==> config.mk <==
export PLATFORM = sky130hd
export DESIGN_NAME = bus_control_sequencer
export DESIGN_NICKNAME = d
export VERILOG_FILES = /design/src/rtl/cpu_ctl_pkg.sv /design/src/rtl/ctl_timeout_counter.sv /design/src/rtl/bus_control_sequencer.sv
export SDC_FILE = /design/constraint.sdc
export NUM_CORES = 1
export LEC_CHECK = 0
export ABC_AREA = 1
export BUFFER_PORTS_ARGS = -buffer_cell sky130_fd_sc_hd__buf_2
export CORE_MARGIN = 2
export CORE_UTILIZATION = 35
export DETAILED_ROUTE_END_ITERATION = 8
export PLACE_DENSITY_LB_ADDON = 0.2
export REMOVE_ABC_BUFFERS = 1
export SLEW_MARGIN = 10
export SYNTH_ARGS = -nofsm -noshare
export SYNTH_HDL_FRONTEND = slang
export SYNTH_HIERARCHICAL = 1
export SYNTH_SLANG_ARGS = --single-unit
==> constraint.sdc <==
create_clock -name clk -period 3.25 [get_ports clk]
set_input_delay 0.325 -clock clk [delete_from_list [all_inputs] [get_ports clk]]
set_output_delay 0.325 -clock clk [all_outputs]
set_load 0.01 [all_outputs]
==> src/rtl/cpu_ctl_pkg.sv <==
// Shared types and encodings for the bus control sequencer: state enum, opcodes,
// bus source indices and ctl_in bit positions.
package cpu_ctl_pkg;

  typedef enum logic [3:0] {
    ST_IDLE, ST_T0, ST_T1, ST_T2, ST_T3, ST_T4, ST_T5, ST_T6, ST_HALT
  } state_t;

  localparam logic [4:0] OPC_ADD  = 5'b00011;
  localparam logic [4:0] OPC_SUB  = 5'b00100;
  localparam logic [4:0] OPC_AND  = 5'b00101;
  localparam logic [4:0] OPC_OR   = 5'b00110;
  localparam logic [4:0] OPC_MUL  = 5'b01111;
  localparam logic [4:0] OPC_DIV  = 5'b10000;
  localparam logic [4:0] OPC_HALT = 5'b11011;

  localparam logic [4:0] SRC_HI  = 5'd16;
  localparam logic [4:0] SRC_LO  = 5'd17;
  localparam logic [4:0] SRC_ZHI = 5'd18;
  localparam logic [4:0] SRC_ZLO = 5'd19;
  localparam logic [4:0] SRC_PC  = 5'd20;
  localparam logic [4:0] SRC_MDR = 5'd21;

  localparam int CTL_PC  = 0;
  localparam int CTL_MAR = 1;
  localparam int CTL_MDR = 2;
  localparam int CTL_IR  = 3;
  localparam int CTL_Y   = 4;
  localparam int CTL_Z   = 5;
  localparam int CTL_LO  = 6;
  localparam int CTL_HI  = 7;

  localparam logic [1:0] FAULT_OPC = 2'b01;
  localparam logic [1:0] FAULT_ALU = 2'b10;

  function automatic logic opc_legal(input logic [4:0] opc);
    return opc inside {OPC_ADD, OPC_SUB, OPC_AND, OPC_OR, OPC_MUL, OPC_DIV};
  endfunction

  function automatic logic opc_multi(input logic [4:0] opc);
    return (opc == OPC_MUL) || (opc == OPC_DIV);
  endfunction

endpackage

==> src/rtl/ctl_timeout_counter.sv <==
// Down-counter guarding the MUL/DIV wait; expire is the terminal-count compare
// qualified by enable, so it fires during the last permitted waiting cycle.
module ctl_timeout_counter #(
  parameter int LIMIT = 64,
  localparam int W = $clog2(LIMIT + 1)
) (
  input  logic clk,
  input  logic clr,
  input  logic load,
  input  logic en,
  output logic expire
);

  logic [W-1:0] cnt;

  always_ff @(posedge clk or posedge clr) begin
    if (clr)
      cnt <= '0;
    else if (load)
      cnt <= W'(LIMIT);
    else if (en && cnt != '0)
      cnt <= cnt - 1'b1;
  end

  assign expire = en && (cnt == W'(1));

endmodule

==> src/rtl/bus_control_sequencer.sv <==
// Fetch/execute control FSM for the shared register-transfer bus datapath.
//  state | meaning
//  IDLE  | waiting for run with no fault
//  T0    | PC to bus, load MAR, start PC+1
//  T1    | PC+1 back to PC, wait for memory read ack
//  T2    | MDR to IR
//  T3    | latch fields, decode, Rb to Y
//  T4    | Rc to ALU; MUL/DIV waits on alu_ready
//  T5    | ZLO to Ra (or LO for MUL/DIV)
//  T6    | ZHI to HI (MUL/DIV only)
//  HALT  | absorbing until clr
module bus_control_sequencer
  import cpu_ctl_pkg::*;
#(
  parameter int NUM_GPR     = 16,
  parameter int OPC_W       = 5,
  parameter int ALU_TIMEOUT = 64
) (
  input  logic               clk,
  input  logic               clr,
  input  logic               run,
  input  logic [31:0]        ir,
  input  logic               mem_ack,
  input  logic               alu_ready,
  output logic [4:0]         bus_sel,
  output logic               bus_oe,
  output logic [NUM_GPR-1:0] gpr_in,
  output logic [7:0]         ctl_in,
  output logic [OPC_W-1:0]   alu_op,
  output logic               alu_start,
  output logic               inc_pc,
  output logic               mem_read,
  output logic               busy,
  output logic [1:0]         fault,
  output logic               halted
);

  state_t state, prev_state;
  logic [OPC_W-1:0] opc;
  logic [3:0] ra, rb, rc;
  logic entry, tmo_expire, tmo_en, unused_ir;

  logic [OPC_W-1:0] ir_opc;
  logic [3:0] ir_ra, ir_rb, ir_rc;
  assign ir_opc    = ir[31 -: OPC_W];
  assign ir_ra     = ir[26:23];
  assign ir_rb     = ir[22:19];
  assign ir_rc     = ir[18:15];
  assign unused_ir = ^ir[14:0];

  // First cycle of a state; gates the one-shot PCin and alu_start.
  assign entry  = (state != prev_state);
  assign tmo_en = (state == ST_T4) && opc_multi(opc) && !alu_ready;

  ctl_timeout_counter #(.LIMIT(ALU_TIMEOUT)) u_tmo (
    .clk    (clk),
    .clr    (clr),
    .load   (state != ST_T4),
    .en     (tmo_en),
    .expire (tmo_expire)
  );

  always_ff @(posedge clk or posedge clr) begin
    if (clr) begin
      state      <= ST_IDLE;
      prev_state <= ST_IDLE;
      opc        <= '0;
      ra         <= '0;
      rb         <= '0;
      rc         <= '0;
      fault      <= '0;
      halted     <= 1'b0;
    end else begin
      prev_state <= state;
      case (state)
        ST_IDLE: if (run && fault == 2'b00) state <= ST_T0;
        ST_T0:   state <= ST_T1;
        ST_T1:   if (mem_ack) state <= ST_T2;
        ST_T2:   state <= ST_T3;
        ST_T3: begin
          opc <= ir_opc;
          ra  <= ir_ra;
          rb  <= ir_rb;
          rc  <= ir_rc;
          if (opc_legal(ir_opc)) begin
            state <= ST_T4;
          end else if (ir_opc == OPC_HALT) begin
            state  <= ST_HALT;
            halted <= 1'b1;
          end else begin
            state <= ST_IDLE;
            fault <= FAULT_OPC;
          end
        end
        ST_T4: begin
          if (!opc_multi(opc) || alu_ready) begin
            state <= ST_T5;
          end else if (tmo_expire) begin
            state <= ST_IDLE;
            fault <= FAULT_ALU;
          end
        end
        ST_T5:   state <= opc_multi(opc) ? ST_T6 : (run ? ST_T0 : ST_IDLE);
        ST_T6:   state <= run ? ST_T0 : ST_IDLE;
        ST_HALT: state <= ST_HALT;
        default: state <= ST_IDLE;
      endcase
    end
  end

  // In T3 the fields are not latched yet, so Rb comes straight from ir.
  always_comb begin
    bus_oe    = 1'b0;
    bus_sel   = '0;
    gpr_in    = '0;
    ctl_in    = '0;
    alu_op    = '0;
    alu_start = 1'b0;
    inc_pc    = 1'b0;
    mem_read  = 1'b0;
    case (state)
      ST_T0: begin
        bus_oe = 1'b1;  bus_sel = SRC_PC;
        ctl_in[CTL_MAR] = 1'b1;
        ctl_in[CTL_Z]   = 1'b1;
        inc_pc = 1'b1;
      end
      ST_T1: begin
        bus_oe = 1'b1;  bus_sel = SRC_ZLO;
        mem_read = 1'b1;
        ctl_in[CTL_PC]  = entry;
        ctl_in[CTL_MDR] = mem_ack;
      end
      ST_T2: begin
        bus_oe = 1'b1;  bus_sel = SRC_MDR;
        ctl_in[CTL_IR] = 1'b1;
      end
      ST_T3: begin
        if (opc_legal(ir_opc)) begin
          bus_oe = 1'b1;  bus_sel = {1'b0, ir_rb};
          ctl_in[CTL_Y] = 1'b1;
        end
      end
      ST_T4: begin
        bus_oe = 1'b1;  bus_sel = {1'b0, rc};
        alu_op = opc;
        if (opc_multi(opc)) alu_start = entry;
        else ctl_in[CTL_Z] = 1'b1;
      end
      ST_T5: begin
        bus_oe = 1'b1;  bus_sel = SRC_ZLO;
        if (opc_multi(opc)) ctl_in[CTL_LO] = 1'b1;
        else gpr_in[ra] = 1'b1;
      end
      ST_T6: begin
        bus_oe = 1'b1;  bus_sel = SRC_ZHI;
        ctl_in[CTL_HI] = 1'b1;
      end
      default: ;
    endcase
  end

  assign busy = (state != ST_IDLE) && (state != ST_HALT);

endmodule

==> summary.md, run 1 <==
| Metric | Value |
|---|---|
| Util after Layout | `a little under half` |
| CTS max path bufs | `2` |
| Initial antenna violation count | `0` |
| Hold Vio Cnt, Final | `0` |
| Worst path depth | `8` |
| Hold Buf Count CTS | `1` |
| Reg-to-reg startpoint | `state[3]` |
| Worst-path maximum fanout | `12` |
| Synthesized instance count | `around 270` |
| Vias in the first global route | `roughly 1700` |
| RSZ-0062 raised after global routing | `no` |
| Clock slew at reported path FFs | `0.07 ns` |
| Die Height | `~78 um` |
| DRT iter0 DRCs | `101` |
| Average wire per standard cell | `11.82 um` |
| Pin count of the biggest net entering global routing | `26` |
| Finished Layout Cells | `between 400 and 500` |
| DIE WIDTH | `78.08 um` |
| Final-report setup violation count | `0` |
| Vias/cell | `4.621` |
| Routability cong. | `0.7812` |
| IO Count | `79` |
| Critical path's top delay family | `simple AND/OR/NAND/NOR gates` |
| Starting Density | `36.90%` |
| H-tree Lvls | `2` |
| Least-Margin Pin Slew | `0.9420 ns` |
| TritonCTS sink count | `31` |
| Critical path buffers and inverters | `3` |
| Synth warnings | `6` |
| Worst skew pair latency | `approximately 0.29 ns` |
| VDD IR max | `431.9 uV` |
| Worst reg2reg setup slack | `1.11 ns` |
| Register area share after synthesis | `between 40% and 50%` |
| Drt drc | `0` |
| Worst EP arrival | `1.81 ns` |
| Crit-path cells | `inv_2 > nand2_4 > nor2_4 > nand2_2 > inv_1 > nand2_1 > nor2_1 > buf_2` |
| Startpoint types | `flip-flop` |
| Final Cycle Share | `65.84%` |
| Yosys reg bits | `31` |
| Total Wirelength | `4834 um` |
| Hold Path Class | `in2reg` |
| Final WS setup | `1.110 ns` |
| Outcome | `completed` |
| Core area | `roughly 5200 um2` |
| Placed Cells incl. Taps | `400` |
| Final hold slack | `between 0.2 and 0.25 ns` |
| Antenna cells | `0` |
| CTS root buf | `clkbuf_8` |
| First-pass DRT Iterations | `4` |
| Crit path capture | `alu_start` |
| Multi-input logic area | `953.4 um2` |
| Pwr/cell area | `700.1 nW/um2` |
| FF-to-FF path depth | `12` |
| Post-CTS setup buffer count | `0` |
| Synth unique cells | `27` |
| WS Path Type | `reg2out` |
| Std cell rows | `26` |
| CTS tree | `done` |
| Mapped Area | `1921 um2` |
| Maximum clock frequency | `467.3 MHz` |
| Place WS | `1.096 ns` |
| Tmin final | `between 2 and 2.5 ns` |
| Detail Route Antenna Nets | `0` |
| Dpl hpwl | `3739 um` |
| Tot GR Track Use | `17.12%` |
| Syn Area/Cell | `between 7 and 8 um2` |
| Launch point of the worst path | `state[3]` |
| Gr ovfl total | `0` |
| RR Endpoint | `fault[1]` |
| Final Skew | `around 0.0075 ns` |
| Die area | `6096 um2` |
| Max Cap Viol | `0` |
| Area growth syn-to-layout | `25.41%` |
| Max-slew violations | `0` |
| # fillers | `around 570` |
| CP max-delay cell | `dfrtp_1` |
| Lkg Pwr | `0.001319 uW` |
| Final setup TNS | `0 ns` |
| Ratio of cells with drive above 1 in the final layout | `26.84%` |
| IO buf count | `63` |
| CTS Buf Count | `5` |
| Sequential cell area | `roughly 780 um2` |
| Post_cts resized | `0` |
| Via count | `1890` |
| Layout Nets | `377` |
| CP required | `approximately 2.9 ns` |
| Slew Limit Headroom | `37.13%` |
| Delay of the slowest cell on the worst path | `between 0.4 and 0.5 ns` |
| CP endpoint kind | `output port` |
| First-pass GRT wire length | `around 8000 um` |
[metrics by stage]
step | cell area, um2 | power, uW
4_1_cts | 2409 | 1704
2_1_floorplan | 1884 | 1089
3_3_place_gp | 2295 | 1342
5_1_grt | 2409 | 1845
3_5_place_dp | 2295 | 1352
6_report | 2409 | 1686
[sequential cells by signal (all words and copies together) (netlist names)]
register / count
u_tmo/cnt: 7
opc: 5
prev_state: 4
ra: 4
rc: 4
state: 4
fault: 2
halted: 1
[power by group]
group | switching, uW | total, uW | internal [uW]
Combinational | 472 | 728 | 256
Sequential | 103 | 614 | 511
Clock | 151 | 344 | 193
Total | 727 | 1690 | 959
[cell type report]
class / count / area share, %
Multi-Input combinational cell: 194 / 39.58
Sequential cell: 31 / 32.21
Timing Repair Buffer: 65 / 13.82
Inverter: 41 / 6.442
Clock buffer: 7 / 4.000
Tap cell: 70 / 3.636
Clock inverter: 1 / 0.3117
[kinds of logic after synthesis]
logic type,Yosys count,synth area share (%)
and+or+nand+nor,166,40.20
buffers and inverters,46,9.967
DFF,31,40.39
AOI/OAI and AO/OA,21,5.864
xor gates and xnor gates,5,2.280
adders and majority gates,2,1.303
[tightest hold or removal path, delay by kind of cell]
kind,cells,cell delay [ns]
buffers and inverters,1,0.07
and+or+nand+nor,2,0.09
[synth_stat cells]
cell type | n | area, um2
o21ai_1 | 5 | 25.02
inv_1 | 36 | 135.1
buf_6 | 1 | 11.26
nand3_1 | 23 | 115.1
buf_4 | 2 | 15.01
nand2_2 | 2 | 12.51
xor2_1 | 5 | 43.79
nor3_1 | 1 | 5.000
clkinv_1 | 1 | 3.750
ha_1 | 2 | 25.02
buf_2 | 2 | 10.01
nand2_1 | 69 | 259.0
dfrtp_1 | 31 | 775.7
o21ai_0 | 12 | 60.06
clkinv_2 | 1 | 5.000
a31oi_1 | 1 | 6.260
nor2_4 | 7 | 78.83
inv_2 | 3 | 11.26
nand2_4 | 2 | 22.52
o22ai_1 | 1 | 6.260
nor4_1 | 1 | 6.260
o31ai_1 | 1 | 7.510
nand4_1 | 9 | 56.30
or2_2 | 1 | 6.260
a22oi_1 | 1 | 7.510
nand3_2 | 3 | 30.03
nor2_1 | 48 | 180.2
[cells in the final DEF, fill, tap and decap left out, types with 7 or more instances in the layout]
cell type,count
dfrtp_1,31
nand4_1,9
o21ai_0,12
buf_2,63
nor2_4,7
inv_1,36
clkbuf_8,7
nand3_1,23
nor2_1,48
nand2_1,69
[how the worst min path moves through the flow]
stage	slack, ns	to	start	depth (start not counted)
after detailed placement	0.28	u_tmo/cnt[6]	clr	2
after floorplan	0.13	u_tmo/cnt[0]	clr	1
final	0.24	rc[1]	ir[16]	3
after CTS	0.23	rc[1]	ir[16]	3
after global routing	0.23	rc[2]	ir[17]	3
after global placement	0.28	u_tmo/cnt[6]	clr	2
[metal layers]
metal  track usage, %  share of wire, %  up-vias
met5                0                 0        -
met4            7.368               2.4        0
met3            5.632               5.7       10
met2            25.26                45       42
met1            22.94                47      857
li1                 -                 -      981
(Power assumes the default switching activity.)
==> run 2, diff against run 1 <==
==> constraint.sdc (replaced) <==
create_clock -name clk -period 1.95 [get_ports clk]
set_input_delay 0.195 -clock clk [delete_from_list [all_inputs] [get_ports clk]]
set_output_delay 0.195 -clock clk [all_outputs]
set_load 0.01 [all_outputs]
==> run 2 against run 1 <==
Effect of this change:
- routed wire length grew 3.0%
- first-iteration DRC count fell by 9.9%
- highest routed layer unchanged
- largest cell class unchanged
- non-clock buffer count up 14
- total power increased by 81%
- clock skew grew 0.00052 ns
- sequential cell count unchanged
- sequential power increased by 68%
- critical path depth up 1
- final cell count is 3.4% higher
- critical endpoint is now gpr_in[10]
- register-to-register slack got worse by 0.92 ns
==> summary.md, run 2 (synthesis results as in run 1) <==
| Metric | Value |
|---|---|
| Worst-path maximum fanout | `5 (was 12)` |
| Core area | `5205 um2 (unchanged)` |
| Pin count of the biggest net entering global routing | `25 (was 26)` |
| Routability cong. | `0.7948 (was 0.7812)` |
| Die area | `6096 um2 (unchanged)` |
| Commonest cells after routing, fill and taps aside | `nand2_1 (69), buf_2 (63), nor2_1 (44) (was nand2_1 (69), buf_2 (63), nor2_1 (48))` |
| Place WS | `0.1476 ns (was 1.096 ns)` |
| CTS max path bufs | `2 (unchanged)` |
| Vias in the first global route | `1842 (was 1718)` |
| Total Wirelength | `4980 um (was 4834 um)` |
| Outcome | `completed (unchanged)` |
| VDD IR max | `534.3 uV (was 431.9 uV)` |
| Worst reg2reg setup slack | `0.19 ns (was 1.11 ns)` |
| IO Count | `79 (unchanged)` |
| First-pass GRT wire length | `8369 um (was 8238 um)` |
| CTS tree | `done (unchanged)` |
| Clock slew at reported path FFs | `0.07 ns (about the same)` |
| Reg-to-reg startpoint | `state[3] (unchanged)` |
| Average wire per standard cell | `11.77 um (was 11.82 um)` |
| Area growth syn-to-layout | `34.33% (was 25.41%)` |
| DIE WIDTH | `78.08 um (unchanged)` |
| Final setup TNS | `0 ns (unchanged)` |
| Final-report setup violation count | `0 (unchanged)` |
| Pwr/cell area | `1183 nW/um2 (was 700.1 nW/um2)` |
| DP Area | `2340 um2 (was 2295 um2)` |
| Vias/cell | `4.664 (was 4.621)` |
| Largest Register | `u_tmo/cnt (unchanged)` |
| Startpoint types | `flip-flop (unchanged)` |
| Largest register FFs | `7 (unchanged)` |
| Die Height | `78.08 um (unchanged)` |
| RR Endpoint | `fault[0] (was fault[1])` |
| Max-slew violations | `0 (unchanged)` |
| Initial antenna violation count | `0 (unchanged)` |
| Hold wc startpoint | `ir[17] (was ir[16])` |
| Via count | `1973 (was 1890)` |
| Ratio of cells with drive above 1 in the final layout | `33.14% (was 26.84%)` |
| DRT iter0 DRCs | `91 (was 101)` |
| Tot GR Track Use | `17.55% (was 17.12%)` |
| Commonest non-fill, non-tap cell in the layout | `nand2_1 (unchanged)` |
| Hold depth | `3 (unchanged)` |
| CP required | `1.75 ns (was 2.92 ns)` |
| Dpl hpwl | `3835 um (was 3739 um)` |
| Gr ovfl total | `0 (unchanged)` |
| Design area | `2580 um2 (was 2409 um2)` |
| CP endpoint kind | `output port (unchanged)` |
| Layout Nets | `391 (was 377)` |
| Worst EP arrival | `1.67 ns (was 1.81 ns)` |
| H-tree Lvls | `2 (unchanged)` |
| First-pass DRT Iterations | `4 (unchanged)` |
| Worst skew pair latency | `0.29 ns (about the same)` |
| Final Cycle Share | `95.62%` |
| Placed Cells incl. Taps | `406 (was 400)` |
| Max Cap Viol | `0 (unchanged)` |
| Hold Path End | `rc[2] (was rc[1])` |
| IO buf count | `63 (unchanged)` |
| Std cell rows | `26 (unchanged)` |
| Hold Vio Cnt, Final | `0 (unchanged)` |
| Maximum clock frequency | `536.3 MHz` |
| Finished Layout Cells | `423 (was 409)` |
| CTS root buf | `clkbuf_8 (unchanged)` |
| FF-to-FF path depth | `12 (unchanged)` |
| Final Skew | `0.008067 ns (was 0.007543 ns)` |
| Slew Limit Headroom | `77.46% (was 37.13%)` |
| Hold Path Class | `in2reg (unchanged)` |
| Regs by FF count | `u_tmo/cnt (7), opc (5) (unchanged)` |
| RSZ-0062 raised after global routing | `yes (was no)` |
| CP max-delay cell | `dfrtp_1 (unchanged)` |
| Drt drc | `0 (unchanged)` |
| WS Path Type | `reg2out (unchanged)` |
| Lkg Pwr | `0.001388 uW (was 0.001319 uW)` |
| Detail Route Antenna Nets | `0 (unchanged)` |
| TritonCTS sink count | `31 (unchanged)` |
| CTS Buf Count | `5 (unchanged)` |
| Least-Margin Pin Slew | `0.3366 ns (was 0.9420 ns)` |
| Antenna cells | `0 (unchanged)` |
| Starting Density | `36.90% (unchanged)` |
| Final WS setup | `0.08548 ns (was 1.110 ns)` |
| Crit-path cells | `inv_1 > nor2_1 > nand2_1 > nand2_1 > buf_4 > inv_1 > nand3_1 > nor2_1 > buf_2 (was inv_2 > nand2_4 > nor2_4 > nand2_2 > inv_1 > nand2_1 > nor2_1 > buf_2)` |
| # fillers | `564 (was 572)` |
| Tmin final | `1.865 ns` |
| Delay of the slowest cell on the worst path | `0.38 ns (was 0.42 ns)` |
-- run 2: per-stage QoR --
step,total power (uW),util (%),hold WS (ns)
after floorplan,1815,-,-0.001602
after global placement,2283,44.95,0.1579
after detailed placement,2303,44.95,0.1554
after CTS,2992,47.69,0.09363
after global routing,3318,49.57,0.1077
final,3053,49.57,0.1044
-- run 2: worst max-delay path by stage --
stage | start | endpoint | slack [ns] | depth (start not counted)
2_1_floorplan | state[3] | fault[0] | 0.10 | 12
3_3_place_gp | state[3] | fault[0] | 0.18 | 12
3_5_place_dp | state[3] | fault[0] | 0.15 | 12
4_1_cts | state[1] | bus_sel[0] | 0.007 | 8
5_1_grt | opc[3] | gpr_in[5] | -0.02 | 9
6_report | opc[2] | gpr_in[10] | 0.09 | 9
-- run 2: layer usage --
metal / track usage [%] / share of wire [%] / up-vias / routed length (um)
li1: - / - / 1009 / -
met1: 22.57 / 46 / 912 / 2307
met2: 27.67 / 47 / 44 / 2322
met3: 5.172 / 5.1 / 8 / 253
met4: 7.193 / 1.9 / 0 / 96
met5: 0 / 0 / - / 0
-- run 2: timing repair --
item / in CTS / in global routing
hold endpoints to repair: 31 / 0
hold buffers: 1 / 0
cloned: 0 / 0
setup endpoints to repair: 6 / 18
pin swaps: 0 / 1
resized for setup: 4 / 13
setup buffers: 1 / 7
-- run 2: area by class of cell --
| class | instances | area, um2 | area share, % |
|---|---|---|---|
| multi-input combinational | 194 | 985.9 | 38.22 |
| sequential | 31 | 779.5 | 30.21 |
| timing repair buffer | 79 | 450.4 | 17.46 |
| inverter | 41 | 158.9 | 6.159 |
| tap | 70 | 87.58 | 3.395 |
| clock buffer | 6 | 82.58 | 3.201 |
| clock inverter | 2 | 35.03 | 1.358 |
-- run 2: where the power goes --
| group | internal, uW | switching [uW] | leakage (uW) | total [uW] |
|---|---|---|---|---|
| clock network | 413 | 250 | 0.0000612 | 664 |
| registers | 858 | 174 | 0.000385 | 1030 |
| logic | 519 | 839 | 0.000942 | 1360 |
-- run 2: worst max-delay path, delay by kind of cell (launching register included) --
kind	cells	cell delay, ns
buffers and inverters	4	0.52
AND/OR/NAND/NOR	5	0.49
flip-flops	1	0.38
==> run 3, diff against run 2 <==
--- a/config.mk
+++ b/config.mk
@@ -15,5 +15,4 @@
 export SLEW_MARGIN = 10
 export SYNTH_ARGS = -nofsm -noshare
 export SYNTH_HDL_FRONTEND = slang
-export SYNTH_HIERARCHICAL = 1
 export SYNTH_SLANG_ARGS = --single-unit
==> run 3 against run 2 <==
Effect of this change:
- the flow now finishes with violations (negative hold slack)
- combinational power rose by 8%
- sequential cell count did not move
- register-to-register slack improved by 0.16 ns
- design area fell by 3.4%
- synthesized cell count rose by 0.37%
- routed wire length fell by 1.7%
- critical endpoint is now gpr_in[5]
- largest power group unchanged
- highest routed layer unchanged
==> summary.md, run 3 <==
| Metric | Value |
|---|---|
| Outcome | `complete, but fails checks (was completed)` |
| Failing checks | `negative hold slack` |
| Drt drc | `0 (unchanged)` |
| Synth unique cells | `30 (was 27)` |
| Die Height | `78.87 um (was 78.08 um)` |
| Commonest non-fill, non-tap cell in the layout | `nand2_1 (unchanged)` |
| Final Skew | `0.006054 ns (was 0.008067 ns)` |
| H-tree Lvls | `2 (unchanged)` |
| Critical path buffers and inverters | `3 (was 4)` |
| Final Cycle Share | `97.72% (was 95.62%)` |
| Power Total | `3082 uW (was 3053 uW)` |
| Syn Area/Cell | `7.213 um2 (was 7.087 um2)` |
| Clock slew at reported path FFs | `0.06 ns (was 0.07 ns)` |
| Regs by FF count | `u_tmo.cnt (7), opc (5) (was u_tmo/cnt (7), opc (5))` |
| Post-synth EDFFs | `0 (unchanged)` |
| Core area | `5473 um2 (was 5205 um2)` |
| Std cell rows | `27 (was 26)` |
| Hold Buf Count CTS | `0 (was 1)` |
| Worst reg2reg setup slack | `0.35 ns (was 0.19 ns)` |
| Util after Layout | `45.54% (was 49.57%)` |
| WS Path Type | `reg2out (unchanged)` |
| RR Endpoint | `u_tmo.cnt[4] (was fault[0])` |
| Register area share after synthesis | `39.54% (was 40.39%)` |
| VDD IR max | `628.4 uV (was 534.3 uV)` |
| Antenna cells | `0 (unchanged)` |
| Vias/cell | `4.671 (was 4.664)` |
| Final hold slack | `-0.01294 ns (was 0.1044 ns)` |
| Synth cell count leaders | `nand2_1 (72), nor2_1 (47), inv_1 (36), dfrtp_1 (31), o21ai_0 (16) (was nand2_1 (69), nor2_1 (48), inv_1 (36), dfrtp_1 (31), nand3_1 (23))` |
| Gr ovfl total | `0 (unchanged)` |
| Yosys reg bits | `31 (unchanged)` |
| Least-Margin Pin Slew | `0.4001 ns (was 0.3366 ns)` |
| CTS Buf Count | `5 (unchanged)` |
| Largest Register | `u_tmo.cnt (was u_tmo/cnt)` |
| Lkg Pwr | `0.001391 uW (was 0.001388 uW)` |
| Maximum clock frequency | `524.8 MHz (was 536.3 MHz)` |
| CTS root buf | `clkbuf_8 (unchanged)` |
| TritonCTS sink count | `31 (unchanged)` |
| CTS max path bufs | `2 (unchanged)` |
| Worst-path maximum fanout | `9 (was 5)` |
| Yosys top cell area share | `39.54% (was 40.39%)` |
| Pwr/cell area | `1237 nW/um2 (was 1183 nW/um2)` |
| Tmin final | `1.905 ns (was 1.865 ns)` |
| Delay of the slowest cell on the worst path | `0.49 ns (was 0.38 ns)` |
| Reg-to-reg startpoint | `u_tmo.cnt[0] (was state[3])` |
| Synth warnings | `0 (was 6)` |
| FF-to-FF path depth | `8 (was 12)` |
| Max-slew violations | `0 (unchanged)` |
| Hold Vio Cnt, Final | `26 (was 0)` |
| Worst EP arrival | `1.71 ns (was 1.67 ns)` |
| Routability cong. | `0.8721 (was 0.7948)` |
| # fillers | `592 (was 564)` |
| Ratio of cells with drive above 1 in the final layout | `31.67% (was 33.14%)` |
| Max Cap Viol | `0 (unchanged)` |
| Dpl hpwl | `3713 um (was 3835 um)` |
| First-pass GRT wire length | `8355 um (was 8369 um)` |
| DRT iter0 DRCs | `132 (was 91)` |
| Sequential cell area | `780.7 um2 (was 779.5 um2)` |
| Startpoint types | `flip-flop (unchanged)` |
| Mapped Area | `1962 um2 (was 1921 um2)` |
| Worst skew pair latency | `0.28 ns (was 0.29 ns)` |
| Synth area leaders | `dfrtp_1 (40%), nand2_1 (14%), nor2_1 (9.0%), inv_1 (6.9%), o21ai_0 (4.1%) (was dfrtp_1 (40%), nand2_1 (13%), nor2_1 (9.4%), inv_1 (7.0%), nand3_1 (6.0%))` |
| DIE WIDTH | `78.87 um (was 78.08 um)` |
| Slew Limit Headroom | `73.33% (was 77.46%)` |
| Total Wirelength | `4893 um (was 4980 um)` |
| Crit-path cells | `inv_2 > nand2_4 > nor2_4 > inv_1 > nor4_2 > buf_2 (was inv_1 > nor2_1 > nand2_1 > nand2_1 > buf_4 > inv_1 > nand3_1 > nor2_1 > buf_2)` |
| Detail Route Antenna Nets | `0 (unchanged)` |
| Multi-input logic area | `1023 um2 (was 985.9 um2)` |
| IO buf count | `63 (unchanged)` |
| Starting Density | `35.85% (was 36.90%)` |
| Commonest cells after routing, fill and taps aside | `nand2_1 (71), buf_2 (63), nor2_1 (46) (was nand2_1 (69), buf_2 (63), nor2_1 (44))` |
| Average wire per standard cell | `11.85 um (was 11.77 um)` |
| Layout Nets | `381 (was 391)` |
| IO Count | `79 (unchanged)` |
| CP endpoint kind | `output port (unchanged)` |
| Area growth syn-to-layout | `27.04% (was 34.33%)` |
| Largest register FFs | `7 (unchanged)` |
| Initial antenna violation count | `0 (unchanged)` |
| Hold Path Class | `in2async (was in2reg)` |
| Pin count of the biggest net entering global routing | `32 (was 25)` |
| Final-report setup violation count | `0 (unchanged)` |
| Most frequent cell after synthesis | `nand2_1 (unchanged)` |
| CTS tree | `done (unchanged)` |
| CP required | `1.75 ns (about the same)` |
| Synthesized instance count | `272 (was 271)` |
| Vias in the first global route | `1817 (was 1842)` |
| Via count | `1929 (was 1973)` |
| Launch point of the worst path | `state[3] (was opc[2])` |
| Critical path's top delay family | `simple AND/OR/NAND/NOR gates (was buffers and inverters)` |
| Main flop type after synthesis | `dfrtp_1 (unchanged)` |
| Die area | `6220 um2 (was 6096 um2)` |
| CP max-delay cell | `dfrtp_2 (was dfrtp_1)` |
| First-pass DRT Iterations | `4 (unchanged)` |
| Tot GR Track Use | `16.93% (was 17.55%)` |
| Async SR Flop Fraction | `100.0% (unchanged)` |
| Dominant cell type by area after synthesis | `dfrtp_1 (unchanged)` |
-- run 3: report_power, final --
group / leakage [uW] / total (uW) / internal (uW) / switching [uW]
registers: 0.000387 / 1160 / 896 / 260
logic: 0.000966 / 1470 / 532 / 935
clock network: 0.0000371 / 459 / 237 / 222
total: 0.00139 / 3080 / 1670 / 1420
-- run 3: worst max path at each step --
| stage | end | slack [ns] | depth (start not counted) |
|---|---|---|---|
| 4_1_cts | bus_sel[2] | 0.03 | 8 |
| 3_3_place_gp | gpr_in[7] | 0.35 | 6 |
| 2_1_floorplan | bus_sel[0] | 0.43 | 7 |
| 6_report | gpr_in[5] | 0.04 | 6 |
| 3_5_place_dp | u_tmo.cnt[4] | 0.34 | 8 |
| 5_1_grt | gpr_in[5] | -0.04 | 6 |
-- run 3: metal layers --
metal  vias to the layer above  routed length (um)  track usage (%)
met5                         -                   0                0
met4                         0                 129            8.276
met3                        12                 191            2.841
met2                        46                2314            25.98
met1                       885                2258            23.20
li1                        986                   -                -
-- run 3: metrics by stage --
stage	instances	hold slack (ns)	TNS [ns]	instance area [um2]	setup slack, ns
3_3_place_gp	404	0.3010	0	2350	0.3516
6_report	413	-0.01294	0	2492	0.04451
4_1_cts	410	0.007583	0	2422	0.03017
5_1_grt	413	0.04662	-0.03986	2492	-0.03986
3_5_place_dp	404	0.3115	0	2350	0.3369
2_1_floorplan	265	0.2985	0	1914	0.4290
-- run 3: final cells by class --
| cell class | instances | area share, % |
|---|---|---|
| multi-input cells | 193 | 41.06 |
| flip-flops and latches | 31 | 31.33 |
| repair buffers | 70 | 14.76 |
| inverters | 41 | 6.325 |
| well taps | 72 | 3.614 |
| clock buffers | 6 | 2.912 |
-- run 3: worst min-delay path: stages --
cell   delay (ns)
buf_2        0.09
inv_1        0.04
buf_4        0.36
-- run 3: repair_timing --
| item | CTS | global route |
|---|---|---|
| endpoints found under the setup margin | 0 | 21 |
| buffers inserted | 0 | 3 |
| endpoints found under the hold margin | 0 | 0 |
| gates resized for setup | 0 | 15 |
-- run 3: kinds of logic after synthesis --
kind of cell / synth area share (%)
adders and majority gates: 1.275
AOI/OAI and AO/OA: 5.931
buffers and inverters: 10.33
xor gates and xnor gates: 3.572
DFF: 39.54
and+or+nand+nor: 39.35
